==> config.mk <==
export PLATFORM = sky130hd
export DESIGN_NAME = mem_port_arbiter
export DESIGN_NICKNAME = d
export VERILOG_FILES = /design/src/rtl/mem_port_arbiter.sv
export SDC_FILE = /design/constraint.sdc
export NUM_CORES = 1
export LEC_CHECK = 0
export CORE_MARGIN = 4
export CORE_UTILIZATION = 41
export DETAILED_ROUTE_END_ITERATION = 10
export GPL_TIMING_DRIVEN = 0
export PLACE_DENSITY_LB_ADDON = 0.1
export REMOVE_ABC_BUFFERS = 1
export SYNTH_ARGS = -nofsm -noshare
export SYNTH_HDL_FRONTEND = slang
export SYNTH_SLANG_ARGS = --single-unit
export TNS_END_PERCENT = 30
==> constraint.sdc <==
create_clock -name clk -period 2.2 [get_ports clk]
set_input_delay 0.22 -clock clk [delete_from_list [all_inputs] [get_ports clk]]
set_output_delay 0.22 -clock clk [all_outputs]
set_load 0.02 [all_outputs]
==> src/rtl/mem_port_arbiter.sv <==
// Round-robin A/B arbiter sequencing one single-port memory; Ack lands ACCESS_CYCLES+1 cycles after the request is sampled.
// Backpressure: each requester holds Req until its Ack; the loser of a tie simply waits in IDLE.
module mem_port_arbiter #(
    parameter int ADDR_W        = 12,
    parameter int DATA_W        = 8,
    parameter int ACCESS_CYCLES = 1
) (
    input  logic              clk,
    input  logic              rst,
    input  logic              Req_A,
    input  logic              Wr_A,
    input  logic [ADDR_W-1:0] Addr_A,
    input  logic [DATA_W-1:0] Wdata_A,
    output logic              Gnt_A,
    output logic              Ack_A,
    output logic [DATA_W-1:0] Rdata_A,
    input  logic              Req_B,
    input  logic              Wr_B,
    input  logic [ADDR_W-1:0] Addr_B,
    input  logic [DATA_W-1:0] Wdata_B,
    output logic              Gnt_B,
    output logic              Ack_B,
    output logic [DATA_W-1:0] Rdata_B,
    output logic [ADDR_W-1:0] Mem_Address,
    output logic [DATA_W-1:0] Mem_Din,
    output logic              Mem_Read,
    output logic              Mem_Write,
    input  logic [DATA_W-1:0] Mem_Dout
);

    typedef enum logic [1:0] {IDLE, ACCESS, ACK} state_t;

    localparam logic [3:0] CNT_INIT = 4'(ACCESS_CYCLES - 1);

    state_t              state_q, state_d;
    logic [3:0]          cnt_q, cnt_d;
    logic                own_b_q, own_b_d;
    logic                wr_q, wr_d;
    logic                last_b_q, last_b_d;
    logic [ADDR_W-1:0]   addr_d;
    logic [DATA_W-1:0]   din_d;
    logic                rd_d, wrs_d;
    logic                gnt_a_d, gnt_b_d, ack_a_d, ack_b_d;
    logic [DATA_W-1:0]   rdata_a_d, rdata_b_d;
    logic                pick_b;

    always_ff @(posedge clk) begin
        if (rst) begin
            state_q     <= IDLE;
            cnt_q       <= '0;
            own_b_q     <= 1'b0;
            wr_q        <= 1'b0;
            last_b_q    <= 1'b1;
            Mem_Address <= '0;
            Mem_Din     <= '0;
            Mem_Read    <= 1'b0;
            Mem_Write   <= 1'b0;
            Gnt_A       <= 1'b0;
            Gnt_B       <= 1'b0;
            Ack_A       <= 1'b0;
            Ack_B       <= 1'b0;
            Rdata_A     <= '0;
            Rdata_B     <= '0;
        end else begin
            state_q     <= state_d;
            cnt_q       <= cnt_d;
            own_b_q     <= own_b_d;
            wr_q        <= wr_d;
            last_b_q    <= last_b_d;
            Mem_Address <= addr_d;
            Mem_Din     <= din_d;
            Mem_Read    <= rd_d;
            Mem_Write   <= wrs_d;
            Gnt_A       <= gnt_a_d;
            Gnt_B       <= gnt_b_d;
            Ack_A       <= ack_a_d;
            Ack_B       <= ack_b_d;
            Rdata_A     <= rdata_a_d;
            Rdata_B     <= rdata_b_d;
        end
    end

    always_comb begin
        state_d   = state_q;
        cnt_d     = cnt_q;
        own_b_d   = own_b_q;
        wr_d      = wr_q;
        last_b_d  = last_b_q;
        addr_d    = Mem_Address;
        din_d     = Mem_Din;
        rd_d      = Mem_Read;
        wrs_d     = Mem_Write;
        gnt_a_d   = Gnt_A;
        gnt_b_d   = Gnt_B;
        ack_a_d   = 1'b0;
        ack_b_d   = 1'b0;
        rdata_a_d = Rdata_A;
        rdata_b_d = Rdata_B;
        // On a tie, B wins only if A was served last.
        pick_b    = Req_B & (~Req_A | ~last_b_q);

        case (state_q)
            IDLE: begin
                if (Req_A | Req_B) begin
                    own_b_d = pick_b;
                    wr_d    = pick_b ? Wr_B : Wr_A;
                    addr_d  = pick_b ? Addr_B : Addr_A;
                    din_d   = pick_b ? Wdata_B : Wdata_A;
                    rd_d    = ~(pick_b ? Wr_B : Wr_A);
                    wrs_d   = pick_b ? Wr_B : Wr_A;
                    gnt_a_d = ~pick_b;
                    gnt_b_d = pick_b;
                    cnt_d   = CNT_INIT;
                    state_d = ACCESS;
                end
            end
            ACCESS: begin
                if (cnt_q == 4'd0) begin
                    // Dout is only driven while Read is high, i.e. on this last access cycle.
                    if (!wr_q) begin
                        if (own_b_q) rdata_b_d = Mem_Dout;
                        else         rdata_a_d = Mem_Dout;
                    end
                    rd_d    = 1'b0;
                    wrs_d   = 1'b0;
                    ack_a_d = ~own_b_q;
                    ack_b_d = own_b_q;
                    state_d = ACK;
                end else begin
                    cnt_d = cnt_q - 4'd1;
                end
            end
            ACK: begin
                gnt_a_d  = 1'b0;
                gnt_b_d  = 1'b0;
                last_b_d = own_b_q;
                state_d  = IDLE;
            end
            default: state_d = IDLE;
        endcase
    end

endmodule

==> results.toml, run 1 <==
[setup_path]
path_class = "flip-flop to flip-flop"
cp-startpoint = "cnt_q[0]"
critPathCaptureType = "flip-flop"
reg2reg_depth = 6
cp.arrival_ns = 2.19
timing.rr.start = "cnt_q[0]"
required_ns = 2.36
critPathCapture = "Rdata_A[1]"
startpoint_type = "flip-flop"
r2r_slack_ns = 0.16
crit_fanout = 8
r2r-end = "Rdata_A[1]"

[yosys]
netlist_area_um2 = 2069
yosysTopAreaCell = "dfxtp_1"
ys_ff_latch = 51
ys_seq_area_frac = 0.4933
synth_area_per_cell_um2 = 9.855
syn_inst = 210
yosysWarnings = 0
synth_area_leaders = "dfxtp_1 49%, mux2i_1 18%, nor2_1 7.8%, a211oi_1 7.3%, nor3_1 1.5%"
synth_cell_type_count = 29
synth_top_area_frac = 0.4933

[global_routing]
grt_pass1_wl_mm = 7.872
grt_max_degree = 51
antenna_found_initial = 0
grt_pass1_vias = 1671
met2_usage = 0.2525
overflow = 0
use_met1 = 0.1905
grt_usage = 0.1617
use_met3 = 0.07937
busiest_layer = "met2"

[flow_run]
max_cap_violations = 0

[power]
ir_drop_uv = 355.0
p_int_mw = 1.494
switching_share = 0.2778
leakagePower_nw = 1.310
share_seq_of_total_power = 0.500
cellPowerDensity_nw_per_um2 = 658.8
power_frac_clock = 0.245
pwr-share-comb = 0.255
power_switching_uw = 574.9

[placed_design]
dp_hpwl_mm = 3.579
gp_congestion = 0.7515
pre_cts_ws_ns = -0.1456
portBuffers = 95

[hold_path]
hp-class = "flip-flop to flip-flop"

[sta]
clock_skew_ns = 0.005791
rsz0062_at_grt = "false"
maxSlewViolCount = 0
fmaxAchievable_ghz = 0.4910
finalSetupViolations = 0
timing.final.ws_setup_ns = 0.1632
hold_violations = 0
fin_crit_ns = 2.037
fin_crit_sh = 0.9258
slew-limit-headroom = 0.3584
hold-worst-slack_ns = 0.4735
tightest_slew_ns = 0.9600

[clock_network]
post_cts_buffers = 0
cts_tree = "yes"
clock_latency_ns = 0.30
hold_buffers = 0
cts_buffer_depth = 2
cts-buffers-inserted = 5
htreeDepth = 2
clk_pin_slew_ns = 0.09
cts_resized = 2
cts_root_buf = "clkbuf_8"
clkSinkCount = 51

[layout]
drive_above_1_share = 0.04000
insertedDiodeCount = 0
fill_cells = 436
multi_input_area_um2 = 989.7
layout-area-overhead-vs-synth_pct = 51.75
nets = 355
layout.area.seq_um2 = 1021

[drt]
wl_mm = 4.857
num_vias = 1785
route.detailed.drc = 0
drtIter0Drc = 69
wl_per_cell_um = 13.23
first_pass_iters = 4
ant_nets = 0
via_per_inst = 4.864

[die]
ioPinCount = 96
start_util = 0.4296
fp.dieW_um = 79.05
core_um2 = 4817
fp-row-count = 25
die_area_um2 = 6248
die_h_um = 79.05

[status]
status = "completed"
[worst min-delay path by stage]
stage | start | end | cells after the start
detailed placement | Mem_Read | Mem_Read | 2
CTS | Mem_Read | Mem_Read | 2
global placement | Mem_Read | Mem_Read | 2
finish | Mem_Read | Mem_Read | 2
global route | Mem_Read | Mem_Read | 2
floorplan | rst | Mem_Read | 1
[synthesized netlist by cell type, drive strengths merged]
library cell  instances
xor2                  2
nand3                 5
o21bai                1
nand2                 5
nor3                  6
ha                    2
or3b                  1
a31oi                 1
o21ai                 1
inv                   5
a211oi               20
a41o                  1
o311ai                1
o21ba                 2
mux2i                37
and3                  2
nand2b                1
buf                   5
a21oi                 3
dfxtp                51
o211a                 1
or4b                  2
a21boi                1
clkbuf                8
a2bb2oi               2
and2b                 1
nor2                 43
[worst max-delay path, cell delays in order, from the launching register on]
cell and delay (ns):
dfxtp_1 0.34, inv_1 0.08, ha_1 0.16, or3b_4 0.41, or4b_4 0.64, mux2i_1 0.20
nor2_1 0.06
[per-stage QoR]
step / cell area [um^2] / TNS [ns] / util / power [mW] / cells
2_1_floorplan: 2003 / -4.577 / - / 1.307 / 197
3_3_place_gp: 3038 / -36.86 / 0.6306 / 1.585 / 359
3_5_place_dp: 3052 / -0.4135 / 0.6335 / 1.588 / 359
4_1_cts: 3141 / 0 / 0.6519 / 2.101 / 367
5_1_grt: 3141 / 0 / 0.6519 / 2.187 / 367
6_report: 3141 / 0 / 0.6519 / 2.069 / 367
[cell usage in the layout, fill, tap and decap left out]
master and count:
a21boi_4 1, dfxtp_1 51, clkbuf_8 5, a41o_1 1
nor3_1 6, o21ba_1 2, nand2b_1 1, and2b_1 1
a31oi_1 1, nor2_1 42, o211a_1 1, and3_1 2
o311ai_0 1, a21oi_1 3, nand2_1 5, nand3_1 5
xor2_1 2, o21bai_1 1, clkbuf_1 2, a2bb2oi_1 2
mux2i_1 37, nor2_4 1, or4b_4 2, buf_2 1
a211oi_1 20, clkdlybuf4s50_1 94, inv_1 5, ha_1 2
o21ai_0 1, clkinv_2 1, or3b_4 1
[layout make-up]
cell class                      count  area share
Clock buffer                        7     0.02430
Timing Repair Buffer               95      0.3012
Tap cell                           67     0.02669
Clock inverter                      1    0.001594
Multi-Input combinational cell    141      0.3151
Inverter                            5    0.005976
Sequential cell                    51      0.3251
[per-layer routing]
layer / share of wire / vias up
met5: 0 / -
met4: 0.016 / 0
met3: 0.12 / 7
met2: 0.45 / 67
met1: 0.42 / 790
li1: - / 921
[power by group through the flow]
| stage | registers [mW] | clock network, mW | logic [mW] |
|---|---|---|---|
| after floorplan | 1.13 | 0 | 0.176 |
| after global placement | 1.05 | 0 | 0.533 |
| after detailed placement | 1.06 | 0 | 0.532 |
| after CTS | 1.04 | 0.529 | 0.536 |
| after global routing | 1.05 | 0.566 | 0.575 |
| final | 1.03 | 0.507 | 0.527 |
[logic make-up after synthesis]
family,count (synthesis),share of synthesized area
AOI/OAI and AO/OA,34,0.1245
and+or+nand+nor,66,0.1415
xor gates and xnor gates,2,0.008466
muxes,37,0.1790
adders and majority gates,2,0.01209
DFF,51,0.4933
buffers and inverters,18,0.04111
[registers in the layout (all words and copies together), names as in the netlist]
register and count:
Ack_A 1, Ack_B 1, Gnt_A 1, Gnt_B 1, Mem_Address 12, Mem_Din 8
Mem_Read 1, Mem_Write 1, Rdata_A 8, Rdata_B 8, cnt_q 4, last_b_q 1
own_b_q 1, state_q 2, wr_q 1
Power figures use the tool's default switching activity.
==> run 2, diff against run 1 <==
--- a/config.mk
+++ b/config.mk
@@ -6,7 +6,8 @@
 export NUM_CORES = 1
 export LEC_CHECK = 0
 export CORE_MARGIN = 4
-export CORE_UTILIZATION = 41
+export CORE_UTILIZATION = 44
+export CTS_CLUSTER_DIAMETER = 150
 export DETAILED_ROUTE_END_ITERATION = 10
 export GPL_TIMING_DRIVEN = 0
 export PLACE_DENSITY_LB_ADDON = 0.1
==> constraint.sdc (replaced) <==
create_clock -name clk -period 2.58 [get_ports clk]
set_input_delay 0.258 -clock clk [delete_from_list [all_inputs] [get_ports clk]]
set_output_delay 0.258 -clock clk [all_outputs]
set_load 0.02 [all_outputs]
==> run 2 against run 1 <==
Effect of this change:
- hold slack better by 0.0023 ns
- clock power is 28% higher
- via count is 1.5% lower
==> results.toml, run 2 (synthesis results as in run 1) <==
[sta]
fin_crit_sh = 0.8624
slew-limit-headroom = 0.3745
hold-worst-slack_ns = 0.4758
fin_crit_ns = 2.225
hold_violations = 0
maxSlewViolCount = 0
clock_skew_ns = 0.005362
finalSetupViolations = 0
tightest_slew_ns = 0.9359
fmaxAchievable_ghz = 0.4494
rsz0062_at_grt = "false"

[setup_path]
r2r-end = "Rdata_A[1]"
cp_cell_sequence = "inv_1 > ha_1 > or3b_4 > or4b_1 > mux2i_1 > nor2_1"
max_stage_delay_ns = 0.77
reg2reg_depth = 6
timing.rr.start = "cnt_q[0]"
critPathSlowestCell = "or4b_1"
critPathCaptureType = "flip-flop"
worst-path-stages = 6
crit_buf_inv = 1
path_class = "flip-flop to flip-flop"
r2r_slack_ns = 0.35
crit_family = "simple AND/OR/NAND/NOR gates"
crit_fanout = 8
startpoint_type = "flip-flop"
cp.arrival_ns = 2.38
required_ns = 2.74

[layout]
largest_register_ff_count = 12
regMostFlops = "Mem_Address"
insertedDiodeCount = 0
layout-area-overhead-vs-synth_pct = 53.14
layout.area.seq_um2 = 1021
multi_input_area_um2 = 982.2
nets = 355
layout_common_cells = "94 x clkdlybuf4s50_1, 51 x dfxtp_1, 42 x nor2_1"
stdcell_count = 352
fill_cells = 363
final_area_um2 = 3169
drive_above_1_share = 0.04000
final_common_cell = "clkdlybuf4s50_1"

[clock_network]
htreeDepth = 2
clk_pin_slew_ns = 0.09
cts_buffer_depth = 2
cts-buffers-inserted = 5
hold_buffers = 0
cts_resized = 0
clkSinkCount = 51
cts_root_buf = "clkbuf_8"
post_cts_buffers = 0
cts_tree = "yes"
clock_latency_ns = 0.30

[hold_path]
min_delay_path_depth = 1
hold_start = "own_b_q"
holdPathEnd = "Ack_A"
hp-class = "flip-flop to flip-flop"

[power]
switching_share = 0.2574
ir_drop_uv = 375.0
power_frac_clock = 0.328
leakagePower_nw = 1.328
power_switching_uw = 509.0
cellPowerDensity_nw_per_um2 = 623.9
share_seq_of_total_power = 0.446
p_int_mw = 1.468
pwr-share-comb = 0.226

[placed_design]
dp.cells = 344
dp_hpwl_mm = 3.458
portBuffers = 95
place_area_um2 = 3033
gp_congestion = 0.7325

[global_routing]
grt_pass1_wl_mm = 7.721
overflow = 0
busiest_layer = "met2"
antenna_found_initial = 0
grt_pass1_vias = 1651
use_met1 = 0.1889
grt_max_degree = 51
use_met3 = 0.07210
met2_usage = 0.2689
grt_usage = 0.1618

[drt]
route.detailed.drc = 0
first_pass_iters = 4
ant_nets = 0
num_vias = 1759
drtIter0Drc = 70
via_per_inst = 4.997
wl_per_cell_um = 13.57
wl_mm = 4.775

[die]
fp.dieW_um = 76.58
die_area_um2 = 5865
core_um2 = 4444
ioPinCount = 96
start_util = 0.4657
fp-row-count = 24
die_h_um = 76.58

[flow_run]
max_cap_violations = 0

[status]
status = "completed"
==> run 2: cell types whose count changed in the layout (fill, tap and decap cells not counted) <==
cell	before	now
or4b_4	2	0
clkinvlp_4	0	1
clkinv_2	1	0
or4b_1	0	2
bufinv_16	0	2
clkbuf_1	2	0
==> run 2: cell type report <==
type,instances,area share
repair buffers,95,0.2985
inverters,5,0.005922
well taps,52,0.02053
clock inverters,3,0.02132
clock buffers,5,0.02171
flip-flops and latches,51,0.3221
multi-input cells,141,0.3099
==> run 2: per-stage QoR <==
step | total power, mW | setup TNS, ns | setup WS [ns] | utilization
final | 1.977 | 0 | 0.3550 | 0.7131
after CTS | 2.000 | 0 | 0.3364 | 0.7131
after global routing | 2.066 | 0 | 0.2123 | 0.7131
after floorplan | 1.115 | 0 | 0.02101 | -
after detailed placement | 1.352 | 0 | 0.2809 | 0.6824
after global placement | 1.351 | -24.78 | -1.078 | 0.6793
==> run 2: metal layers <==
layer | up-vias | routed length [um]
li1 | 918 | -
met1 | 771 | 2006
met2 | 65 | 2254
met3 | 5 | 472
met4 | 0 | 42
met5 | - | 0
==> run 2: worst max path at each step <==
stage	from	endpoint	slack, ns
final	cnt_q[0]	Rdata_A[1]	0.35
after global routing	cnt_q[0]	Rdata_A[6]	0.21
after CTS	cnt_q[0]	Rdata_A[1]	0.34
after detailed placement	Req_B	Mem_Write	0.28
after global placement	Req_B	wr_q	-1.08
after floorplan	Req_B	wr_q	0.02
==> run 2: worst register-to-register path, cell delays in order (launching register included) <==
cell	delay [ns]
dfxtp_1	0.34
inv_1	0.08
ha_1	0.17
or3b_4	0.41
or4b_1	0.77
mux2i_1	0.24
nor2_1	0.06
==> run 2: power by group through the flow <==
stage / clock network (mW) / logic, mW / registers [mW]
after floorplan: 0 / 0.150 / 0.965
after global placement: 0 / 0.454 / 0.897
after CTS: 0.664 / 0.453 / 0.883
after detailed placement: 0 / 0.452 / 0.900
after global routing: 0.690 / 0.485 / 0.891
final: 0.648 / 0.447 / 0.882
